===== src/rtl/hamming_frame_rx_if.sv =====
// Line-side input and codeword-side outputs of the serial Hamming frame receiver.
// master = receiver, slave = line driver / decoder side.
interface hamming_frame_rx_if #(
    parameter int DATA_W = 12
) ();
    logic              rx;
    logic [DATA_W-1:0] hc_out;
    logic              rden;
    logic              frame_err;
    logic              busy;

    modport master (
        input  rx,
        output hc_out,
        output rden,
        output frame_err,
        output busy
    );

    modport slave (
        output rx,
        input  hc_out,
        input  rden,
        input  frame_err,
        input  busy
    );
endinterface


===== src/rtl/hamming_frame_rx.sv =====
// Oversampling serial receiver: start + DATA_W codeword bits (LSB first) + stop.
// Good frames load hc_out with a 1-cycle rden strobe; bad stop bits pulse frame_err.
module hamming_frame_rx #(
    parameter int CLKS_PER_BIT = 16,
    parameter int DATA_W       = 12
) (
    input  logic               clk,
    input  logic               rst,
    hamming_frame_rx_if.master bus
);
    localparam int CW = $clog2(CLKS_PER_BIT);
    localparam int IW = $clog2(DATA_W);

    localparam logic [CW-1:0] CNT_HALF = CW'(CLKS_PER_BIT / 2 - 1);
    localparam logic [CW-1:0] CNT_LAST = CW'(CLKS_PER_BIT - 1);
    localparam logic [IW-1:0] IDX_LAST = IW'(DATA_W - 1);

    typedef enum logic [1:0] {
        S_IDLE,
        S_START,
        S_DATA,
        S_STOP
    } state_t;

    state_t            state_q, state_d;
    logic [CW-1:0]     cnt_q, cnt_d;
    logic [IW-1:0]     bit_idx_q, bit_idx_d;
    logic [DATA_W-1:0] sh_q, sh_d;
    logic [DATA_W-1:0] hc_q, hc_d;
    logic              rden_q, rden_d;
    logic              ferr_q, ferr_d;
    logic              busy_q, busy_d;
    logic              sync1_q, sync1_d;
    logic              sync2_q, sync2_d;
    logic              rx_s;

    assign rx_s = sync2_q;

    always_comb begin
        state_d   = state_q;
        cnt_d     = cnt_q;
        bit_idx_d = bit_idx_q;
        sh_d      = sh_q;
        hc_d      = hc_q;
        rden_d    = 1'b0;
        ferr_d    = 1'b0;
        sync1_d   = bus.rx;
        sync2_d   = sync1_q;

        unique case (state_q)
            S_IDLE: begin
                if (!rx_s) begin
                    state_d = S_START;
                    cnt_d   = '0;
                end
            end
            S_START: begin
                if (cnt_q == CNT_HALF) begin
                    cnt_d = '0;
                    if (!rx_s) begin
                        state_d   = S_DATA;
                        bit_idx_d = '0;
                    end else begin
                        state_d = S_IDLE;
                    end
                end else begin
                    cnt_d = cnt_q + CW'(1);
                end
            end
            S_DATA: begin
                if (cnt_q == CNT_LAST) begin
                    cnt_d              = '0;
                    sh_d[bit_idx_q]    = rx_s;
                    if (bit_idx_q == IDX_LAST) begin
                        state_d = S_STOP;
                    end else begin
                        bit_idx_d = bit_idx_q + IW'(1);
                    end
                end else begin
                    cnt_d = cnt_q + CW'(1);
                end
            end
            S_STOP: begin
                if (cnt_q == CNT_LAST) begin
                    cnt_d   = '0;
                    state_d = S_IDLE;
                    if (rx_s) begin
                        hc_d   = sh_q;
                        rden_d = 1'b1;
                    end else begin
                        ferr_d = 1'b1;
                    end
                end else begin
                    cnt_d = cnt_q + CW'(1);
                end
            end
            default: state_d = S_IDLE;
        endcase

        busy_d = (state_d != S_IDLE);
    end

    // Synchroniser resets to 1 so reset never looks like a start edge.
    always_ff @(posedge clk) begin
        if (rst) begin
            state_q   <= S_IDLE;
            cnt_q     <= '0;
            bit_idx_q <= '0;
            sh_q      <= '0;
            hc_q      <= '0;
            rden_q    <= 1'b0;
            ferr_q    <= 1'b0;
            busy_q    <= 1'b0;
            sync1_q   <= 1'b1;
            sync2_q   <= 1'b1;
        end else begin
            state_q   <= state_d;
            cnt_q     <= cnt_d;
            bit_idx_q <= bit_idx_d;
            sh_q      <= sh_d;
            hc_q      <= hc_d;
            rden_q    <= rden_d;
            ferr_q    <= ferr_d;
            busy_q    <= busy_d;
            sync1_q   <= sync1_d;
            sync2_q   <= sync2_d;
        end
    end

    assign bus.hc_out    = hc_q;
    assign bus.rden      = rden_q;
    assign bus.frame_err = ferr_q;
    assign bus.busy      = busy_q;
endmodule

===== src/flat_wrapper.sv =====
// flat-port wrapper written by rule: the top's interface ports become plain ports
module hamming_frame_rx_flat 
#(
    parameter int CLKS_PER_BIT = 16,
    parameter int DATA_W       = 12
)
  (clk, rst, bus_rx, bus_hc_out, bus_rden, bus_frame_err, bus_busy);
  hamming_frame_rx_if #(.DATA_W(DATA_W)) bus_i ();
  input  logic clk;
  input  logic rst;
  input wire logic [$bits(bus_i.rx)-1:0] bus_rx;
  output wire logic [$bits(bus_i.hc_out)-1:0] bus_hc_out;
  output wire logic [$bits(bus_i.rden)-1:0] bus_rden;
  output wire logic [$bits(bus_i.frame_err)-1:0] bus_frame_err;
  output wire logic [$bits(bus_i.busy)-1:0] bus_busy;
  assign bus_i.rx = bus_rx;
  assign bus_hc_out = bus_i.hc_out;
  assign bus_rden = bus_i.rden;
  assign bus_frame_err = bus_i.frame_err;
  assign bus_busy = bus_i.busy;
  hamming_frame_rx #(.CLKS_PER_BIT(CLKS_PER_BIT), .DATA_W(DATA_W)) u_core (.clk(clk), .rst(rst), .bus(bus_i));
endmodule

===== config.mk =====
export PLATFORM = sky130hd
export DESIGN_NAME = hamming_frame_rx_flat
export DESIGN_NICKNAME = d
export VERILOG_FILES = /design/src/rtl/hamming_frame_rx_if.sv /design/src/rtl/hamming_frame_rx.sv /design/src/flat_wrapper.sv
export SDC_FILE = /design/constraint.sdc
export NUM_CORES = 1
export LEC_CHECK = 0
export CAP_MARGIN = 30
export CORE_MARGIN = 2
export CORE_UTILIZATION = 65
export DETAILED_ROUTE_END_ITERATION = 12
export DONT_BUFFER_PORTS = 1
export PLACE_DENSITY = 0.82
export SKIP_CTS_REPAIR_TIMING = 1
export SLEW_MARGIN = 25
export SYNTH_ARGS = -nofsm -noshare
export SYNTH_HDL_FRONTEND = slang
export SYNTH_SLANG_ARGS = --single-unit

===== constraint.sdc =====
create_clock -name clk -period 2.5 [get_ports clk]
set_clock_uncertainty 0.05 [all_clocks]
set_input_delay 0.5 -clock clk [delete_from_list [all_inputs] [get_ports clk]]
set_output_delay 0.5 -clock clk [all_outputs]
set_load 0.01 [all_outputs]

# Yosys cells after proc, flatten, opt, wreduce, memory -nomap -nowiden
# Index checks and enable logic that the tools add are counted.
# totals
regBits	39
in_bits	3
wordCells	56
# classes
addsub	2
order_cmp	2
eq_ne	11
muxes	20
n_bitwise	2
n_reduce_logical	9
# ops
operator	count
$mux 4	6
$bwmux 12	1
$mux 2	6
$pmux 4 s3	1
$add 4x1->4 const B	2
$eq 4x4->1 const B	2
$pmux 2 s4	1
$pmux 4 s2	1
$ne 2x2->1 const B	3
$lt 4x5->1 const B	1
$reduce_and 5->1	1
$demux 1 s4	1
$eq 2x2->1 const B	2
$eq 4x3->1 const B	1
$ge 4x1->1 const B	1
$ne 2x1->1 const B	2
$reduce_bool 2->1	2
$mux 1	3
$reduce_and 3->1	1
$reduce_or 3->1	1
$eq 2x1->1 const B	1
$logic_not 2->1	1
$not 1->1	2
$reduce_and 2->1	1
2 further kinds	2

# Logic depth before layout (Yosys ltp)
# Gate-level depths: netlist of the first run.
# depth
word_depth	5
depth_mapped	7

# Worst setup path after synthesis of the first run
# OpenSTA, ideal clock, no wires.
# synth_timing
path_kind	register -> register
startpoint	register u_core.state_q[0]
endpoint	register u_core.bit_idx_q[3]
setup_time_ns	0.075
arrival_time_ns	1.584
slack_ns	0.792
path_stages_with_launch	7
synth_period_minus_slack_ns	1.708
cell_sequence	dfxtp_1 > inv_1 > ha_1 > clkbuf_1 > inv_1 > or4_1 > o22ai_1
# synth_via
elab_chain_len	3
# synth_lines
item	line	source
start: declaration	hamming_frame_rx.sv:25	state_t state_q, state_d;
start signal: assignment	hamming_frame_rx.sv:117	state_q <= state_d;
$eq 2x2->1 or $eq 2x1->1 (tied branches)	hamming_frame_rx.sv:50	unique case (state_q)
$ne 2x1->1 (no source line) (tied with other cells)	--	
$reduce_and 5->1 (no source line)	--	
end signal: assignment	hamming_frame_rx.sv:119	bit_idx_q <= bit_idx_d;
end: declaration	hamming_frame_rx.sv:27	logic [IW-1:0] bit_idx_q, bit_idx_d;
# Parallel ways exist; a longest one is shown, timed or not.
# A chain may end at the register's enable or synchronous reset.

# Worst setup path in the final report of the first run
# layout_timing
startpoint	register u_core.state_q[0]
endpoint	register u_core.busy_q, in the netlist u_core.bus.busy
# layout_via
elab_chain_len	4
# layout_lines
item	line	source
$mux 2	hamming_frame_rx.sv:74	if (bit_idx_q == IDX_LAST) begin
$mux 2	hamming_frame_rx.sv:71	if (cnt_q == CNT_LAST) begin
$pmux 2 s4 *	hamming_frame_rx.sv:50	
$reduce_bool 2->1 *	hamming_frame_rx.sv:100	busy_d = (state_d != S_IDLE);
end signal: assignment	hamming_frame_rx.sv:124	busy_q <= busy_d;
end: declaration	hamming_frame_rx.sv:32	logic busy_q, busy_d;
# Mark *: on every way between the ends. The rest lies on a longest branch, timed or not.

==> reports/results.ini, run 1 <==
[outcome]
outcome = completed

[global_routing]
grt_pass1_wl_um = 5950
grt_max_degree = 44
grt_pass1_vias = 1334
grt_usage = 0.243
gr-total-overflow = 0
antenna_found_initial = 0

[layout]
num-fill-cells = 225
final_area_um2 = 1880
area_growth_pct = 4.52
n_antenna_cell = 0
layout.nets = 217
drive_gt1_frac = 0.0537

[clocking]
htreeDepth = 2
cts_tree = done
clk_pin_slew_ps = 110
clk_path_buf_depth = 2
clock_latency_ps = 350
cts_buffers = 5
cts_num_sinks = 39
clockRootBuffer = clkbuf_4

[die]
die-width_um = 56.6
rows = 19
start_util = 0.669
die_h_um = 56.6
io_pins = 18
core_um2 = 2690
dieArea_um2 = 3200

[setup_path]
crit_fanout = 12
worstSetupPathType = reg -> reg
required_ps = 2690
critPathCaptureType = register
worst_ep_arrival_time_ps = 2280
startpoint_type = register

[timing]
setup_viol = 0
tightest_slew_ps = 685
rsz0062_at_grt = false
post-route-min-period_ps = 2080
finalSetupTns_ps = 0
maxSlewHeadroom = 0.543
hold_viol = 0
max_freq_mhz = 480
slew_viol_final = 0
fin_crit_sh = 0.834

[power_and_ir_drop]
leakage_nw = 0.736
ir_drop_v = 0.000658
p_per_area_nw_per_um2 = 783
report.power.total_mw = 1.47

[yosys]
syn_area_um2 = 1800
syn_inst = 209
ys_seq_elements = 39
yosys.area.top_type = dfxtp_1
synth.distinct_cells = 35
synth_area_leaders = dfxtp_1, nand2_1, mux2i_1
synth_warnings = 0
ys_seq_area_frac = 0.434
postSynthAreaPerCell_um2 = 8.60
synth_top_area_frac = 0.434
synth_nets = 222

[placed_design]
dp.final_hpwl_um = 2380
gp_congestion = 0.878
dpl_cell_area_um2 = 1780
buffer_ports.inserted = 0

[route]
drtIter0Drc = 33
drt_wl_total_um = 3400
drtAntennaViolNets = 0
num_vias = 1405
wire_per_inst_um = 14.4
remaining_drc_errors = 0
drt-vias-per-instance = 5.95
firstDrtPassIters = 4

[run]
drv_cap = 0

[hold_path]
hp-class = in -> reg

-- flip-flops by register name, indices dropped and copies added, names as in the netlist --
name                  flops
u_core.bit_idx_q          4
u_core.bus.frame_err      1
u_core.rx_s               1
u_core.bus.busy           1
u_core.bus.rden           1
u_core.state_q            2
u_core.sh_q              12
u_core.sync1_q            1
u_core.bus.hc_out        12
u_core.cnt_q              4
-- cells by family (layout without fill, tap and decap cells) --
kind of cell,after synthesis,count (layout),synth area share
DFF,39,39,0.434
and+or+nand+nor,95,95,0.255
muxes,13,13,0.0724
adders and majority gates,10,10,0.0696
buffers and inverters,18,14,0.0452
AOI/OAI and AO/OA,34,34,0.123
-- cell usage after synthesis --
library cell / instances
dfxtp_1: 39
nand2_1: 35
nor2_1: 20
a21oi_1: 16
mux2i_1: 13
nand3_1: 13
ha_1: 10
clkbuf_1: 8
inv_1: 6
nand4_1: 4
o31ai_1: 4
nand2b_1: 3
nand3b_1: 3
nor2b_1: 3
nor3_1: 3
or4_1: 3
a21o_1: 2
a31oi_1: 2
and3_1: 2
and4_1: 2
buf_2: 2
o21ai_1: 2
or2_2: 2
a2111oi_1: 1
a211oi_1: 1
a311oi_1: 1
and2_1: 1
and4bb_4: 1
buf_4: 1
buf_6: 1
o21ai_4: 1
o21bai_1: 1
o22ai_1: 1
o31a_1: 1
o32ai_1: 1
-- final timing paths --
path	startpoint	endpoint	slack, ps	cells past startpoint
min	rst	u_core.cnt_q[2]	160	1
max	u_core.state_q[0]	u_core.bus.busy	420	6
max reg2reg	u_core.state_q[0]	u_core.bus.busy	420	6
min reg2reg	u_core.sync1_q	u_core.rx_s	390	1
-- worst max-delay path, stage by stage, from the launching register on --
cell	delay (ps)
dfxtp_1	390
inv_1	120
ha_1	360
nor3_1	480
a311oi_1	110
o31a_1	320
o21bai_1	150
-- layout make-up --
| type | instances | area, µm² | share of cell area |
|---|---|---|---|
| Clock inverter | 2 | 60.1 | 0.0320 |
| Tap cell | 31 | 38.8 | 0.0206 |
| Multi-Input combinational cell | 152 | 936 | 0.498 |
| Clock buffer | 6 | 41.3 | 0.0220 |
| Sequential cell | 39 | 781 | 0.415 |
| Inverter | 6 | 22.5 | 0.0120 |
-- metal layers --
metal	share of wire	global-route usage
met1	0.46	0.304
met2	0.49	0.375
met3	0.035	0.0714
met4	0.021	0.129
met5	0	0
-- power breakdown --
group / switching [mW] / internal [mW] / total, mW
logic: 0.176 / 0.104 / 0.280
clock network: 0.205 / 0.312 / 0.517
registers: 0.0289 / 0.646 / 0.675
-- stage by stage --
step | setup WS [ps] | hold WS (ps) | utilization | std cells
finish | 416 | 158 | 0.700 | 236
global route | 230 | 132 | 0.700 | 236
detailed placement | 490 | 348 | 0.662 | 228
global placement | 595 | 351 | 0.662 | 228
CTS | 428 | 145 | 0.700 | 236
floorplan | 792 | 339 | - | 209
-- cells in the final DEF, fill, tap and decap left out, drive strengths merged --
cell	n
nand3b	3
a311oi	1
and2	1
nor2b	3
a2111oi	1
nor2	20
nand4	4
nand2b	3
a31oi	2
o31ai	4
mux2i	13
o21ai	3
a21o	2
clkbuf	6
and4	2
and4bb	1
nand2	35
and3	2
bufinv	2
a211oi	1
dfxtp	39
o32ai	1
nor3	3
o31a	1
o22ai	1
inv	6
or2	2
or4	3
nand3	13
a21oi	16
ha	10
o21bai	1
(Power assumes the default switching activity.)
==> run 2: changes to the inputs <==
--- a/config.mk
+++ b/config.mk
@@ -7,10 +7,10 @@
 export LEC_CHECK = 0
 export CAP_MARGIN = 30
 export CORE_MARGIN = 2
-export CORE_UTILIZATION = 65
+export CORE_UTILIZATION = 55
 export DETAILED_ROUTE_END_ITERATION = 12
 export DONT_BUFFER_PORTS = 1
-export PLACE_DENSITY = 0.82
+export PLACE_DENSITY = 0.74
 export SKIP_CTS_REPAIR_TIMING = 1
 export SLEW_MARGIN = 25
 export SYNTH_ARGS = -nofsm -noshare
==> constraint.sdc (replaced) <==
create_clock -name clk -period 1.75 [get_ports clk]
set_clock_uncertainty 0.05 [all_clocks]
set_input_delay 0.35 -clock clk [delete_from_list [all_inputs] [get_ports clk]]
set_output_delay 0.35 -clock clk [all_outputs]
set_load 0.01 [all_outputs]
==> reports/results.ini, run 2 (synthesized netlist as in run 1, its figures left out) <==
[outcome]
outcome = completed

[global_routing]
grt_max_degree = 44  ; unchanged
grt_usage = 0.209  ; -0.0341
grt_pass1_vias = 1305  ; -2.2%
grt_pass1_wl_um = 5770  ; -3.1%
gr-total-overflow = 0  ; unchanged
antenna_found_initial = 0  ; unchanged

[clocking]
cts_num_sinks = 39  ; unchanged
htreeDepth = 2  ; unchanged
clk_path_buf_depth = 2  ; unchanged
clock_latency_ps = 360  ; about the same
cts_tree = done
cts_buffers = 5  ; unchanged
clk_pin_slew_ps = 130  ; +20 ps
clockRootBuffer = clkbuf_4

[layout]
mostFrequentLayoutCell = dfxtp_1
final_cell_mix = dfxtp_1, nand2_1, nor2_1
final_util = 0.656  ; -0.0439
layout.nets = 230  ; +6.0%
area_growth_pct = 12.2
drive_gt1_frac = 0.151  ; +0.0977
n_antenna_cell = 0  ; unchanged

[power_and_ir_drop]
ir_drop_v = 0.000552  ; -16%
p_per_area_nw_per_um2 = 1040  ; +33%
leakage_nw = 0.791  ; +7.4%
report.power.total_mw = 2.11  ; +43%

[setup_path]
crit_fanout = 7  ; -5
startpoint_type = register
r2r_setup_slack_ps = 40  ; -380 ps
critPathCaptureType = register
reg2regPathDepth = 6  ; unchanged
required_ps = 1960  ; -730 ps
critical_path.endpoint = u_core.bit_idx_q[1]
reg2reg_to = u_core.bit_idx_q[1]
crit_start = u_core.state_q[0]
timing.rr.start = u_core.state_q[0]
worst_ep_arrival_time_ps = 1930  ; -350 ps
worstSetupPathType = reg -> reg

[timing]
slew_viol_final = 0  ; unchanged
maxSlewHeadroom = 0.364  ; -0.178
tightest_slew_ps = 950  ; +265 ps
fin_crit_sh = 0.978  ; +0.144
setup_viol = 0  ; unchanged
rsz0062_at_grt = true
post-route-min-period_ps = 1710  ; -373 ps
hold_viol = 0  ; unchanged
finalSetupTns_ps = 0  ; unchanged
hold_ws_ps = 41.8  ; -116 ps
max_freq_mhz = 585  ; +22%

[run]
drv_cap = 0  ; unchanged

[placed_design]
gp_congestion = 0.846  ; -3.7%
buffer_ports.inserted = 0  ; unchanged
dp.final_hpwl_um = 2510  ; +5.5%

[die]
die-width_um = 61.2  ; +8.1%
die_h_um = 61.2  ; +8.1%
dieArea_um2 = 3740  ; +17%
rows = 20  ; +1
start_util = 0.584  ; -0.0852
io_pins = 18  ; unchanged
core_um2 = 3080  ; +15%

[route]
firstDrtPassIters = 4  ; unchanged
drt_wl_total_um = 3660  ; +7.8%
drt-vias-per-instance = 5.66  ; -4.9%
remaining_drc_errors = 0  ; unchanged
wire_per_inst_um = 14.0  ; -2.9%
drtAntennaViolNets = 0  ; unchanged
num_vias = 1484  ; +5.6%
drtIter0Drc = 68  ; +110%

[hold_path]
hp-class = in -> reg

## run 2: cell count changes in the layout (fill, tap and decap cells not counted), moves of 2 or more
cell,delta
dlygate4sd3_1,+2
ha_1,-3
dfxtp_1,-2
ha_2,+2
buf_4,+11
## run 2: area by class of cell
| type | instances | area, µm² |
|---|---|---|
| tap | 44 | 55.1 |
| sequential | 39 | 786 |
| fill | 272 | 1060 |
| multi-input combinational | 152 | 971 |
| timing repair buffer | 13 | 103 |
| clock inverter | 3 | 43.8 |
| inverter | 6 | 22.5 |
| clock buffer | 5 | 37.5 |
## run 2: per-stage QoR
stage	instance area (µm²)	setup WS, ps	instances
4_1_cts	1950	-65.6	259
5_1_grt	2020	-29.0	262
6_report	2020	39.2	262
2_1_floorplan	1800	41.5	209
3_3_place_gp	1870	37.3	251
3_5_place_dp	1870	-2.56	251
## run 2: worst min path at each step
stage | start | to | slack, ps | cells after the start
after floorplan | u_core.sync1_q | u_core.rx_s | 340 | 1
after CTS | rst | u_core.bus.hc_out[8] | -20 | 1
after global routing | rst | u_core.cnt_q[0] | 20 | 1
after global placement | u_core.sync1_q | u_core.rx_s | 350 | 1
after detailed placement | u_core.sync1_q | u_core.rx_s | 350 | 1
final | rst | u_core.bit_idx_q[2] | 40 | 1
## run 2: where the power goes
part,switching [mW],internal (mW),total [mW]
clock network,0.310,0.300,0.610
registers,0.0367,0.929,0.966
logic,0.307,0.222,0.529
## run 2: layer usage
layer	part of all wire	wire length, µm	vias to the layer above	global-route usage
li1	-	-	739	-
met1	0.45	1660	700	0.262
met2	0.48	1750	37	0.345
met3	0.053	195	8	0.0630
met4	0.017	61	0	0.0652
met5	0	0	-	0
## run 2: worst max-delay path, cell delays in order (launching register included)
cell and delay [ps]:
dfxtp_2 350, inv_1 80, buf_4 150, ha_1 320
o21ai_4 90, or4_1 510, o31ai_1 80
==> run 3: changes to the inputs <==
--- a/config.mk
+++ b/config.mk
@@ -7,10 +7,10 @@
 export LEC_CHECK = 0
 export CAP_MARGIN = 30
 export CORE_MARGIN = 2
-export CORE_UTILIZATION = 55
+export CORE_UTILIZATION = 65
 export DETAILED_ROUTE_END_ITERATION = 12
 export DONT_BUFFER_PORTS = 1
-export PLACE_DENSITY = 0.74
+export PLACE_DENSITY = 0.82
 export SKIP_CTS_REPAIR_TIMING = 1
 export SLEW_MARGIN = 25
 export SYNTH_ARGS = -nofsm -noshare
==> constraint.sdc (replaced) <==
create_clock -name clk -period 2.15 [get_ports clk]
set_clock_uncertainty 0.05 [all_clocks]
set_input_delay 0.43 -clock clk [delete_from_list [all_inputs] [get_ports clk]]
set_output_delay 0.43 -clock clk [all_outputs]
set_load 0.01 [all_outputs]
==> reports/results.ini, run 3 (synthesized netlist as in run 1, its figures left out) <==
[placed_design]
gp_congestion = 0.819  ; -3.2%
buffer_ports.inserted = 0  ; unchanged
dp.cells = 229  ; -8.8%
dp.final_hpwl_um = 2470  ; -1.6%
place_ws_ps = 116  ; +119 ps

[clocking]
clock_latency_ps = 350  ; about the same
clk_path_buf_depth = 2  ; unchanged
clockRootBuffer = clkbuf_4
cts_tree = done
cts_buffers = 5  ; unchanged
htreeDepth = 2  ; unchanged
cts_num_sinks = 39  ; unchanged
clk_pin_slew_ps = 110  ; -20 ps

[setup_path]
critPathCaptureType = register
critPathSlowestCell = dfxtp_1
startpoint_type = register
worst_ep_arrival_time_ps = 2170  ; +240 ps
crit_path_cell_trace = inv_1, ha_1, nor3_2, a311oi_1, o31a_1, o21bai_1
max_stage_delay_ps = 400  ; -110 ps
crit_fanout = 12  ; +5
worstSetupPathType = reg -> reg
critPathBufInv = 1  ; -1
crit_family = compound AO/OA/AOI/OAI gates
required_ps = 2340  ; +380 ps

[layout]
n_antenna_cell = 0  ; unchanged
final_cell_mix = dfxtp_1, nand2_1, nor2_1
area_growth_pct = 2.92
layout.nets = 218  ; -5.2%
drive_gt1_frac = 0.0728  ; -0.0786
finalNonFillerCells = 237  ; -9.5%
mostFrequentLayoutCell = dfxtp_1

[timing]
max_freq_mhz = 505  ; -14%
hold_viol = 0  ; unchanged
fin_crit_sh = 0.921  ; -0.0568
setup_viol = 0  ; unchanged
tightest_slew_ps = 467  ; -483 ps
layout_setup_ws_ps = 170  ; +131 ps
post-route-min-period_ps = 1980  ; +269 ps
maxSlewHeadroom = 0.688  ; +0.323
slew_viol_final = 0  ; unchanged
rsz0062_at_grt = false
finalSetupTns_ps = 0  ; unchanged

[die]
start_util = 0.669  ; +0.0852
rows = 19  ; -5.0%
dieArea_um2 = 3200  ; -14%
io_pins = 18  ; unchanged
die_h_um = 56.6  ; -7.5%
die-width_um = 56.6  ; -7.5%
core_um2 = 2690  ; -13%

[route]
firstDrtPassIters = 4  ; unchanged
drt_wl_total_um = 3500  ; -4.3%
remaining_drc_errors = 0  ; unchanged
num_vias = 1436  ; -3.2%
drt-vias-per-instance = 6.06  ; +7.0%
drtAntennaViolNets = 0  ; unchanged
drtIter0Drc = 48  ; -29%
wire_per_inst_um = 14.8  ; +5.7%

[global_routing]
grt_usage = 0.245  ; +0.0363
grt_pass1_vias = 1338  ; +2.5%
antenna_found_initial = 0  ; unchanged
grt_pass1_wl_um = 6050  ; +4.9%
grt_max_degree = 44  ; unchanged
gr-total-overflow = 0  ; unchanged

[hold_path]
hp-class = in -> reg

[run]
drv_cap = 0  ; unchanged

[power_and_ir_drop]
ir_drop_v = 0.000625  ; +13%
p_per_area_nw_per_um2 = 808  ; -23%
report.power.total_mw = 1.49  ; -29%
leakage_nw = 0.717  ; -9.3%

[outcome]
outcome = completed

[run 3: cell types whose count changed in the layout (fill, tap and decap cells not counted), moves of 2 or more]
cell / change
buf_4: -10
ha_1: +3
dfxtp_1: +2
dlygate4sd3_1: -2
ha_2: -2
[run 3: per-layer routing]
layer  up-vias  part of all wire  GRT usage
li1        715                 -          -
met4         0             0.011     0.0782
met2        40              0.49      0.394
met3         4             0.058     0.0853
met1       677              0.44      0.308
met5         -                 0          0
[run 3: cell type report]
class,instances,area [µm²]
clock buffers,6,41.3
flip-flops and latches,39,781
inverters,6,22.5
repair buffers,1,7.51
well taps,31,38.8
clock inverters,2,12.5
fillers,220,836
multi-input cells,152,947
[run 3: final timing paths]
check | startpoint | endpoint | slack (ps) | cells past startpoint
worst max-delay path | u_core.state_q[0] | u_core.bus.busy | 170 | 6
worst min-delay path | rst | u_core.cnt_q[3] | 80 | 1
worst max register to register | u_core.state_q[0] | u_core.bus.busy | 170 | 6
worst min register to register | u_core.sync1_q | u_core.rx_s | 370 | 1
[run 3: where the power goes]
group          internal (mW)  total, mW  leakage (nW)  switching, mW
logic                  0.126      0.345         0.374          0.218
registers              0.751      0.783         0.315         0.0319
clock network          0.126      0.367        0.0282          0.241
[run 3: metrics by stage]
step / util / area, µm² / hold slack, ps
after detailed placement: 0.665 / 1790 / 351
final: 0.689 / 1850 / 81.1
after CTS: 0.685 / 1840 / 71.8
after floorplan: - / 1800 / 339
after global placement: 0.665 / 1790 / 348
after global routing: 0.689 / 1850 / 54.0
